<file path="config.mk">
export PLATFORM = sky130hd
export DESIGN_NAME = microseq_ctrl
export DESIGN_NICKNAME = d
export VERILOG_FILES = /design/src/rtl/ctrl_pkg.sv /design/src/rtl/microseq_decode.sv /design/src/rtl/microseq_ctrl.sv
export SDC_FILE = /design/constraint.sdc
export NUM_CORES = 1
export LEC_CHECK = 0
export ABC_CLOCK_PERIOD_IN_PS = 5900
export CORE_MARGIN = 1.5
export CORE_UTILIZATION = 63
export CTS_CLUSTER_SIZE = 10
export DETAILED_ROUTE_END_ITERATION = 10
export DONT_BUFFER_PORTS = 1
export PLACE_DENSITY = 0.77
export SLEW_MARGIN = 20
export SYNTH_ARGS = -nofsm -noshare
export SYNTH_HDL_FRONTEND = slang
export SYNTH_SLANG_ARGS = --single-unit
</file>
<file path="constraint.sdc">
create_clock -name clk -period 5.9 [get_ports clk]
set_input_delay 0.885 -clock clk [delete_from_list [all_inputs] [get_ports clk]]
set_output_delay 0.885 -clock clk [all_outputs]
set_load 0.01 [all_outputs]
</file>
<file path="src/rtl/ctrl_pkg.sv">
// Shared definitions for the microcode sequencer: control-word bit indices,
// opcode encodings and flag bit positions.
package ctrl_pkg;

    localparam int CW_W = 16;

    localparam int CW_HT = 15;
    localparam int CW_MI = 14;
    localparam int CW_RI = 13;
    localparam int CW_RO = 12;
    localparam int CW_IO = 11;
    localparam int CW_II = 10;
    localparam int CW_AI = 9;
    localparam int CW_AO = 8;
    localparam int CW_EO = 7;
    localparam int CW_SU = 6;
    localparam int CW_BI = 5;
    localparam int CW_OI = 4;
    localparam int CW_CE = 3;
    localparam int CW_CO = 2;
    localparam int CW_JP = 1;
    localparam int CW_FI = 0;

    localparam logic [3:0] OP_NOP = 4'h0;
    localparam logic [3:0] OP_LDA = 4'h1;
    localparam logic [3:0] OP_ADD = 4'h2;
    localparam logic [3:0] OP_SUB = 4'h3;
    localparam logic [3:0] OP_STA = 4'h4;
    localparam logic [3:0] OP_LDI = 4'h5;
    localparam logic [3:0] OP_JMP = 4'h6;
    localparam logic [3:0] OP_JC  = 4'h7;
    localparam logic [3:0] OP_JZ  = 4'h8;
    localparam logic [3:0] OP_OUT = 4'hE;
    localparam logic [3:0] OP_HLT = 4'hF;

    localparam int FLAG_C = 1;
    localparam int FLAG_Z = 0;

    function automatic logic [CW_W-1:0] cw_bit(input int idx);
        logic [CW_W-1:0] w;
        w      = '0;
        w[idx] = 1'b1;
        return w;
    endfunction

endpackage

</file>
<file path="src/rtl/microseq_decode.sv">
// Combinational microcode table: (opcode, step, flags) -> control word and
// last-step marker. Steps 0/1 are the shared fetch for every opcode.
module microseq_decode
    import ctrl_pkg::*;
#(
    parameter int OP_W     = 4,
    parameter int STEP_W   = 3,
    parameter int MAX_STEP = 4,
    parameter int FLAG_W   = 2
) (
    input  logic [OP_W-1:0]   opcode_i,
    input  logic [STEP_W-1:0] step_i,
    input  logic [FLAG_W-1:0] flags_i,
    output logic [CW_W-1:0]   cw_o,
    output logic              last_o
);

    logic [3:0] op4;
    int         s;
    int         last_int;

    always_comb begin
        op4      = 4'(opcode_i);
        s        = int'(step_i);
        cw_o     = '0;
        last_int = 2;
        if (s == 0) begin
            cw_o = cw_bit(CW_CO) | cw_bit(CW_MI);
        end else if (s == 1) begin
            cw_o = cw_bit(CW_RO) | cw_bit(CW_II) | cw_bit(CW_CE);
        end else begin
            case (op4)
                OP_LDA: begin
                    last_int = 3;
                    if (s == 2)      cw_o = cw_bit(CW_IO) | cw_bit(CW_MI);
                    else if (s == 3) cw_o = cw_bit(CW_RO) | cw_bit(CW_AI);
                end
                OP_ADD, OP_SUB: begin
                    last_int = 4;
                    if (s == 2)      cw_o = cw_bit(CW_IO) | cw_bit(CW_MI);
                    else if (s == 3) cw_o = cw_bit(CW_RO) | cw_bit(CW_BI);
                    else if (s == 4) begin
                        cw_o = cw_bit(CW_EO) | cw_bit(CW_AI) | cw_bit(CW_FI);
                        if (op4 == OP_SUB) cw_o = cw_o | cw_bit(CW_SU);
                    end
                end
                OP_STA: begin
                    last_int = 3;
                    if (s == 2)      cw_o = cw_bit(CW_IO) | cw_bit(CW_MI);
                    else if (s == 3) cw_o = cw_bit(CW_AO) | cw_bit(CW_RI);
                end
                OP_LDI: if (s == 2) cw_o = cw_bit(CW_IO) | cw_bit(CW_AI);
                OP_JMP: if (s == 2) cw_o = cw_bit(CW_IO) | cw_bit(CW_JP);
                OP_JC: if (s == 2) begin
                    cw_o = cw_bit(CW_IO);
                    if (flags_i[FLAG_C]) cw_o = cw_o | cw_bit(CW_JP);
                end
                OP_JZ: if (s == 2) begin
                    cw_o = cw_bit(CW_IO);
                    if (flags_i[FLAG_Z]) cw_o = cw_o | cw_bit(CW_JP);
                end
                OP_OUT: if (s == 2) cw_o = cw_bit(CW_AO) | cw_bit(CW_OI);
                OP_HLT: if (s == 2) cw_o = cw_bit(CW_HT);
                default: cw_o = '0;
            endcase
        end
        // Clamp at MAX_STEP so the counter can never run past the table.
        last_o = (s >= last_int) || (s >= MAX_STEP);
    end

endmodule

</file>
<file path="src/rtl/microseq_ctrl.sv">
// Microcode sequencer top: step counter, halt latch and registered outputs,
// all updated on the falling edge. Optional single-step: CTRL_SINGLE_STEP_EN.
module microseq_ctrl
    import ctrl_pkg::*;
#(
    parameter int IR_W     = 8,
    parameter int OP_W     = 4,
    parameter int STEP_W   = 3,
    parameter int MAX_STEP = 4,
    parameter int FLAG_W   = 2
) (
    input  logic              clk,
    input  logic              rst_n,
    input  logic [IR_W-1:0]   ir,
    input  logic [FLAG_W-1:0] flags,
`ifdef CTRL_SINGLE_STEP_EN
    input  logic              step_mode,
    input  logic              step_req,
`endif
    output logic [CW_W-1:0]   ctrl_word,
    output logic [STEP_W-1:0] step,
    output logic              instr_done,
    output logic              halted
);

    logic [CW_W-1:0]   cw_q, cw_d;
    logic [STEP_W-1:0] cnt_q, cnt_d;
    logic [STEP_W-1:0] step_q, step_d;
    logic              done_q, done_d;
    logic              halted_q, halted_d;
    logic [CW_W-1:0]   dec_cw;
    logic              dec_last;
    logic              advance;

    // cnt_q is the step to be emitted next; step_q is the step currently shown.
    microseq_decode #(
        .OP_W     (OP_W),
        .STEP_W   (STEP_W),
        .MAX_STEP (MAX_STEP),
        .FLAG_W   (FLAG_W)
    ) u_decode (
        .opcode_i (ir[IR_W-1 -: OP_W]),
        .step_i   (cnt_q),
        .flags_i  (flags),
        .cw_o     (dec_cw),
        .last_o   (dec_last)
    );

`ifdef CTRL_SINGLE_STEP_EN
    assign advance = !step_mode || step_req;
`else
    assign advance = 1'b1;
`endif

    always_comb begin
        cnt_d    = cnt_q;
        step_d   = step_q;
        cw_d     = '0;
        done_d   = done_q;
        halted_d = halted_q;
        if (halted_q) begin
            cw_d = '0;
        end else if (!advance) begin
            done_d = 1'b0;
        end else begin
            cw_d     = dec_cw;
            step_d   = cnt_q;
            done_d   = dec_last;
            cnt_d    = dec_last ? '0 : cnt_q + STEP_W'(1);
            halted_d = dec_cw[CW_HT];
        end
    end

    always_ff @(negedge clk) begin
        if (!rst_n) begin
            cw_q     <= '0;
            cnt_q    <= '0;
            step_q   <= '0;
            done_q   <= 1'b0;
            halted_q <= 1'b0;
        end else begin
            cw_q     <= cw_d;
            cnt_q    <= cnt_d;
            step_q   <= step_d;
            done_q   <= done_d;
            halted_q <= halted_d;
        end
    end

    assign ctrl_word  = cw_q;
    assign step       = step_q;
    assign instr_done = done_q;
    assign halted     = halted_q;

endmodule

</file>
# Yosys cells after proc, flatten, opt, wreduce, memory -nomap -nowiden
# Index checks and enable logic that the tools add are counted.
# W data, S select, Z words.
# word_totals
regBits	24
inputBits	12
output_inout_bits	21
# op_classes
n_addsub	1
n_lt_le_gt_ge	2
n_eq_ne	14
mux	24
bitwise	1
reduce_logical	7
# ops
cell	n
$mux W16	10
$pmux W16 S9	1
$mux W32	2
$ge A4 B32 Y1	1
$mux W12	2
$eq A4 B3 Y1 const B	4
$mux W14	1
$mux W13	1
$eq A4 B4 Y1 const B	3
$eq A3 B3 Y1 const B	3
$mux W9	1
$eq A4 B2 Y1 const B	2
$mux W7	1
$pmux W3 S2	1
$reduce_or A2 Y1	3
$eq A4 B1 Y1 const B	1
$mux W2	2
$reduce_or A4 Y1	1
$add A3 B1 Y3 const B	1
$eq A3 B2 Y1 const B	1
$ge A3 B3 Y1 const B	1
$logic_not A3 Y1	1
$mux W3	1
$reduce_or A3 Y1	1
other kinds (3)	3

# Depth between registers and ports, before layout
# Gate-level depths: netlist of the first run.
# logic_depth
word_depth	9
mapped_depth	10

# Hierarchy
# A second synthesis of the first run with hierarchy kept.
# unflattened
hier_cells	122
area_unflattened_um2	1167.4
# modules_own_cells
mod	n_inst	cells_each	area_per_inst_um2	seq_area_each_um2
microseq_ctrl	1	64	768.2	480.5
microseq_decode	1	58	399.1	0.0

==> results of run 1 <==
kinds of logic (layout without fill, tap and decap cells):
kind of cell	Yosys count	count (layout)	share of synthesized area [%]
mux	4	4	3.67
flops	22	22	40.3
fa+ha+maj	8	8	9.16
xor+xnor	2	2	1.60
buf+inv	17	33	7.67
compound gates	16	16	10.3
simple gates	55	55	27.3
layout make-up:
| type | instances | area, µm² |
|---|---|---|
| fill | 133 | 393 |
| clock buffer | 3 | 22.5 |
| multi-input combinational | 85 | 568 |
| tap | 16 | 20.0 |
| inverter | 7 | 26.3 |
| sequential | 22 | 440 |
| clock inverter | 23 | 88.8 |
through the flow:
stage	util [%]	hold WS, ns
after floorplan	-	0.502
after global routing	74.8	0.599
after CTS	74.8	0.553
after detailed placement	67.9	0.543
after global placement	67.9	0.530
final	74.8	0.555
layout by cell type, fill, tap and decap left out, drive strengths merged:
cell     n
nor2    11
o21a     2
nor3     7
xnor2    1
clkbuf   3
nand3    5
a31oi    1
mux2i    4
ha       8
nand2b   6
o311a    1
dfxtp   22
nand2    8
nor4     3
and2     1
o21bai   1
o41ai    3
xor2     1
o21ai    2
and3     3
and4b    1
a32oi    1
o311ai   1
or4b     1
a21oi    4
nor2b    6
inv     30
or2      2
or3      1
sequential cells by signal, indices dropped and copies added (netlist names):
name        count
halted          1
cnt_q           3
ctrl_word      14
instr_done      1
step            3
power by group:
part | total [mW] | internal, mW | switching, mW
clock network | 0.128 | 0.0455 | 0.0829
logic | 0.107 | 0.0447 | 0.0626
registers | 0.201 | 0.173 | 0.0278
worst paths after layout:
| check | start | endpoint | slack [ns] | depth (start not counted) |
|---|---|---|---|---|
| max | ir[7] | cnt_q[0]$_SDFFE_NN0N_ | 0.77 | 8 |
| min | cnt_q[0]$_SDFFE_NN0N_ | cnt_q[0]$_SDFFE_NN0N_ | 0.56 | 2 |
| max reg2reg | cnt_q[0]$_SDFFE_NN0N_ | instr_done$_SDFFE_NN0N_ | 3.59 | 9 |
| min reg2reg | cnt_q[0]$_SDFFE_NN0N_ | cnt_q[0]$_SDFFE_NN0N_ | 0.56 | 2 |
layer usage:
metal  vias up  share of wire (%)  track usage [%]
met4         0                1.5             15.8
met2        39                 48             31.0
met5         -                  0                0
li1        458                  -                -
met1       410                 45             27.9
met3         4                5.7             6.94
worst min-delay path: stages, from the launching register on:
cell	delay [ns]
dfxtp_1	0.35
nand3_1	0.10
o21ai_1	0.05
==> results.yml, run 1 <==
place:
  placed_area_mm2: 0.00106
  gp_congestion: 0.792
  dp_hpwl_um: 1360
  placedCellCount: 131
  io_buffers: 0
  post-place-ws_ns: 0.377
synth:
  synth_top_cell_by_area: "dfxtp_1"
  synth_area_per_cell_um2: 8.81
  ys_seq_elements: 22
  synth.distinct_cells: 36
  synthFlopType: "dfxtp_1"
  synth_top_area_share_pct: 40.3
  syn_nets: 144
  ys.warnings.count: 0
  synth_edf_count: 0
  syn_inst: 124
  yosys-top-cells-area: "dfxtp_1, ha_1, nor2_1, mux2i_1, nand2b_1"
  syn_area_mm2: 0.00109
  async_flop_share_pct: 0
  ys_seq_area_share_pct: 40.3
  yosysMostFrequentCell: "dfxtp_1"
  synthTopCellsByCount: "dfxtp_1, nor2_1, ha_1, inv_1, nand2_1"
critical_path:
  critPathMaxFanout: 9
  critical_path.max_stage_delay_ns: 0.46
  worstSetupPathType: "primary input to flip-flop"
  crit_path_end_kind: "flip-flop"
  worstPathCellList: "nand2b_1 > or2_1 > nor2_1 > inv_1 > ha_1 > or2_4 > or4b_1 > o21ai_1"
  path_buf_inv: 1
  cp_top_family: "simple AND/OR/NAND/NOR gates"
  critPathArrivalTime_ns: 2.49
  cp-start-kind: "primary input"
  slowest_stage: "or4b_1"
  critPathRequiredTime_ns: 3.26
run_status:
  violations: "design-rule violations"
  status: "finished with violations"
grt:
  grt_pass1_vias: 846
  grt_max_degree: 14
  grt_overflow: 0
  antenna_found_initial: 0
  grt_pass1_wl_um: 3260
  grt_usage_pct: 22.0
sta:
  setup_ws_ns: 0.771
  fin_worst_skew_ns: 0.0153
  relSlewSlack_pct: 64.5
  hold_viol_final: 0
  tightest_slew_ns: 0.524
  rsz0062_at_grt: "no"
  setup_tns_ns: 0
  setup_viol: 0
  slew_viol_final: 0
final_layout:
  drive_gt1_share_pct: 5.00
  final_design_area_no_fill_mm2: 0.00117
  fin_nets: 161
  layoutNonFillerInstCount: 156
  syn2layout_area_growth_pct: 6.76
  n_antenna_cell: 0
drt:
  wire_per_inst_um: 12.5
  vias_per_cell: 5.84
  antenna_left: 0
  drc: 5
  routed_wl_um: 1950
  first_pass_iters: 8
  vias: 911
  drt_iter0_drc: 27
pwr:
  total_power_mw: 0.436
  ir_drop_mv: 0.238
  power_density_mw_per_mm2: 374
  p_leak_nw: 0.545
clock_tree:
  insertion_delay_ns: 0.38
  cts_max_path_buffers: 2
  cts_buffers: 3
  clk_pin_slew_worst_paths_ns: 0.04
  post_cts_buffers: 0
  htree_levels: 1
  cts_root_buffer: "clkbuf_4"
  cts_sinks: 22
  cts_hold_buf: 0
  cts_resized: 0
  cts_tree: "built"
die:
  dieArea_mm2: 0.00199
  num_rows: 14
  fp.dieH_um: 44.6
  initial_utilization_pct: 70.1
  die_w_um: 44.6
  core_area_mm2: 0.00156
  ios: 33
flow_run:
  maxCapViolCount: 0
hold_path:
  hold_class: "flip-flop to flip-flop"
Power figures use the tool's default switching activity.
==> inputs of run 2 (changes only) <==
Settings changed: RECOVER_POWER set to 100.
==> run 2 against run 1 <==
Compared with the run above:
- the run still ends with design-rule violations left
- largest cell class unchanged
- sequential share of layout area unchanged
- via count is the same
- highest routed layer unchanged
- count of clock-buffer cells in the layout unchanged
- combinational power is essentially flat
- wire length up 0.26%
- non-clock buffer count did not move
- global-route usage did not move
- critical path depth unchanged
- die area unchanged
- utilization is the same
- first-iteration DRC count fell by 22%
- register-to-register slack about the same
==> results.yml, run 2 (synthesis gave the netlist of run 1 again) <==
critical_path:
  crit_path_end_kind: "flip-flop"
  startpoint: "ir[7]"
  rrSetupSlack_ns: 3.60
  critPathArrivalTime_ns: 2.53
  r2r_cells: 9
  cp-start-kind: "primary input"
  worstSetupPathType: "primary input to flip-flop"
  critPathRequiredTime_ns: 3.26
  r2r_end: "cnt_q[2]$_SDFFE_NN0N_"
  r2r-start: "cnt_q[0]$_SDFFE_NN0N_"
  critPathMaxFanout: 9
clock_tree:
  insertion_delay_ns: 0.38
  htree_levels: 1
  post_cts_buffers: 0
  cts_sinks: 22
  cts_max_path_buffers: 2
  cts_root_buffer: "clkbuf_4"
  cts_tree: "built"
  cts_resized: 0
  clk_pin_slew_worst_paths_ns: 0.04
  cts_hold_buf: 0
  cts_buffers: 3
final_layout:
  final_design_area_no_fill_mm2: 0.00117
  n_antenna_cell: 0
  final_cell_mix: "inv_1, dfxtp_1, nor2_1"
  fin_nets: 161
  post-route-util_pct: 74.8
  largest_reg_flops: 14
  layout_commonest_cell: "inv_1"
  drive_gt1_share_pct: 5.00
  syn2layout_area_growth_pct: 6.76
  layoutNonFillerInstCount: 156
grt:
  antenna_found_initial: 0
  grt_overflow: 0
  grt_max_degree: 14
  grt_pass1_wl_um: 3260
  grt_pass1_vias: 846
  grt_usage_pct: 22.0
pwr:
  p_clk_share_pct: 29.5
  swShare_pct: 39.8
  pwr-share-seq_pct: 46.1
  p_int_mw: 0.262
  power_density_mw_per_mm2: 374
  p_leak_nw: 0.543
  ir_drop_mv: 0.237
  p_sw_mw: 0.173
  p_comb_share_pct: 24.5
run_status:
  violations: "design-rule violations"
  status: "finished with violations"
hold_path:
  whs_path_depth: 2
  hold_class: "flip-flop to flip-flop"
  whs_endpoint: "step[1]$_SDFFE_NN0N_"
  hp-start: "step[1]$_SDFFE_NN0N_"
sta:
  setup_tns_ns: 0
  hold_viol_final: 0
  hold-worst-slack_ns: 0.564
  tightest_slew_ns: 0.771
  relSlewSlack_pct: 48.0
  slew_viol_final: 0
  setup_viol: 0
  rsz0062_at_grt: "no"
  fin_worst_skew_ns: 0.0158
flow_run:
  maxCapViolCount: 0
place:
  dp_hpwl_um: 1360
  io_buffers: 0
  placedCellCount: 131
  placed_area_mm2: 0.00106
  gp_congestion: 0.792
die:
  fp.dieH_um: 44.6
  dieArea_mm2: 0.00199
  core_area_mm2: 0.00156
  initial_utilization_pct: 70.1
  ios: 33
  num_rows: 14
  die_w_um: 44.6
drt:
  vias: 911
  wire_per_inst_um: 12.5
  antenna_left: 0
  vias_per_cell: 5.84
  routed_wl_um: 1960
  first_pass_iters: 7
  drt_iter0_drc: 21
  drc: 5
-- run 2: changes by cell type in the layout (fill, tap and decap cells not counted) --
cell	delta
and2_0	+1
or2_1	-1
o311ai_1	-1
o311ai_0	+1
o21ai_0	+1
and2_1	-1
or2_0	+1
o21ai_1	-1
-- run 2: critical path, cell delays in order --
cell and delay [ns]:
nand2b_1 0.13, or2_0 0.27, nor2_1 0.18, inv_1 0.06, ha_1 0.17, or2_4 0.24
or4b_1 0.45, o21ai_0 0.14
-- run 2: area by class of cell --
type / instances / area (µm²)
Clock buffer: 3 / 22.5
Clock inverter: 23 / 88.8
Fill cell: 133 / 393
Inverter: 7 / 26.3
Multi-Input combinational cell: 85 / 568
Sequential cell: 22 / 440
Tap cell: 16 / 20.0
-- run 2: worst max path at each step --
stage	to	slack (ns)	cells past startpoint
finish	cnt_q[0]$_SDFFE_NN0N_	0.73	8
global route	cnt_q[0]$_SDFFE_NN0N_	0.59	8
CTS	cnt_q[0]$_SDFFE_NN0N_	0.77	8
detailed placement	cnt_q[0]$_SDFFE_NN0N_	0.38	8
global placement	cnt_q[0]$_SDFFE_NN0N_	0.41	8
floorplan	cnt_q[0]$_SDFFE_NN0N_	0.35	9
-- run 2: power by group through the flow --
stage | registers, mW | logic [mW] | clock network, mW
finish | 0.201 | 0.107 | 0.128
CTS | 0.201 | 0.107 | 0.133
floorplan | 0.196 | 0.0979 | 0.0239
global route | 0.204 | 0.121 | 0.152
global placement | 0.203 | 0.101 | 0.0239
detailed placement | 0.204 | 0.105 | 0.0239
-- run 2: through the flow --
step | setup slack, ns | total power, mW
floorplan | 0.352 | 0.318
global route | 0.593 | 0.478
CTS | 0.767 | 0.440
finish | 0.725 | 0.436
global placement | 0.411 | 0.328
detailed placement | 0.377 | 0.333
-- run 2: metal layers --
metal | share of wire (%) | track usage [%] | vias up
met1 | 44 | 27.9 | 403
met3 | 7.0 | 6.94 | 4
met4 | 1.5 | 15.8 | 0
li1 | - | - | 459
met2 | 48 | 31.0 | 45
met5 | 0 | 0 | -
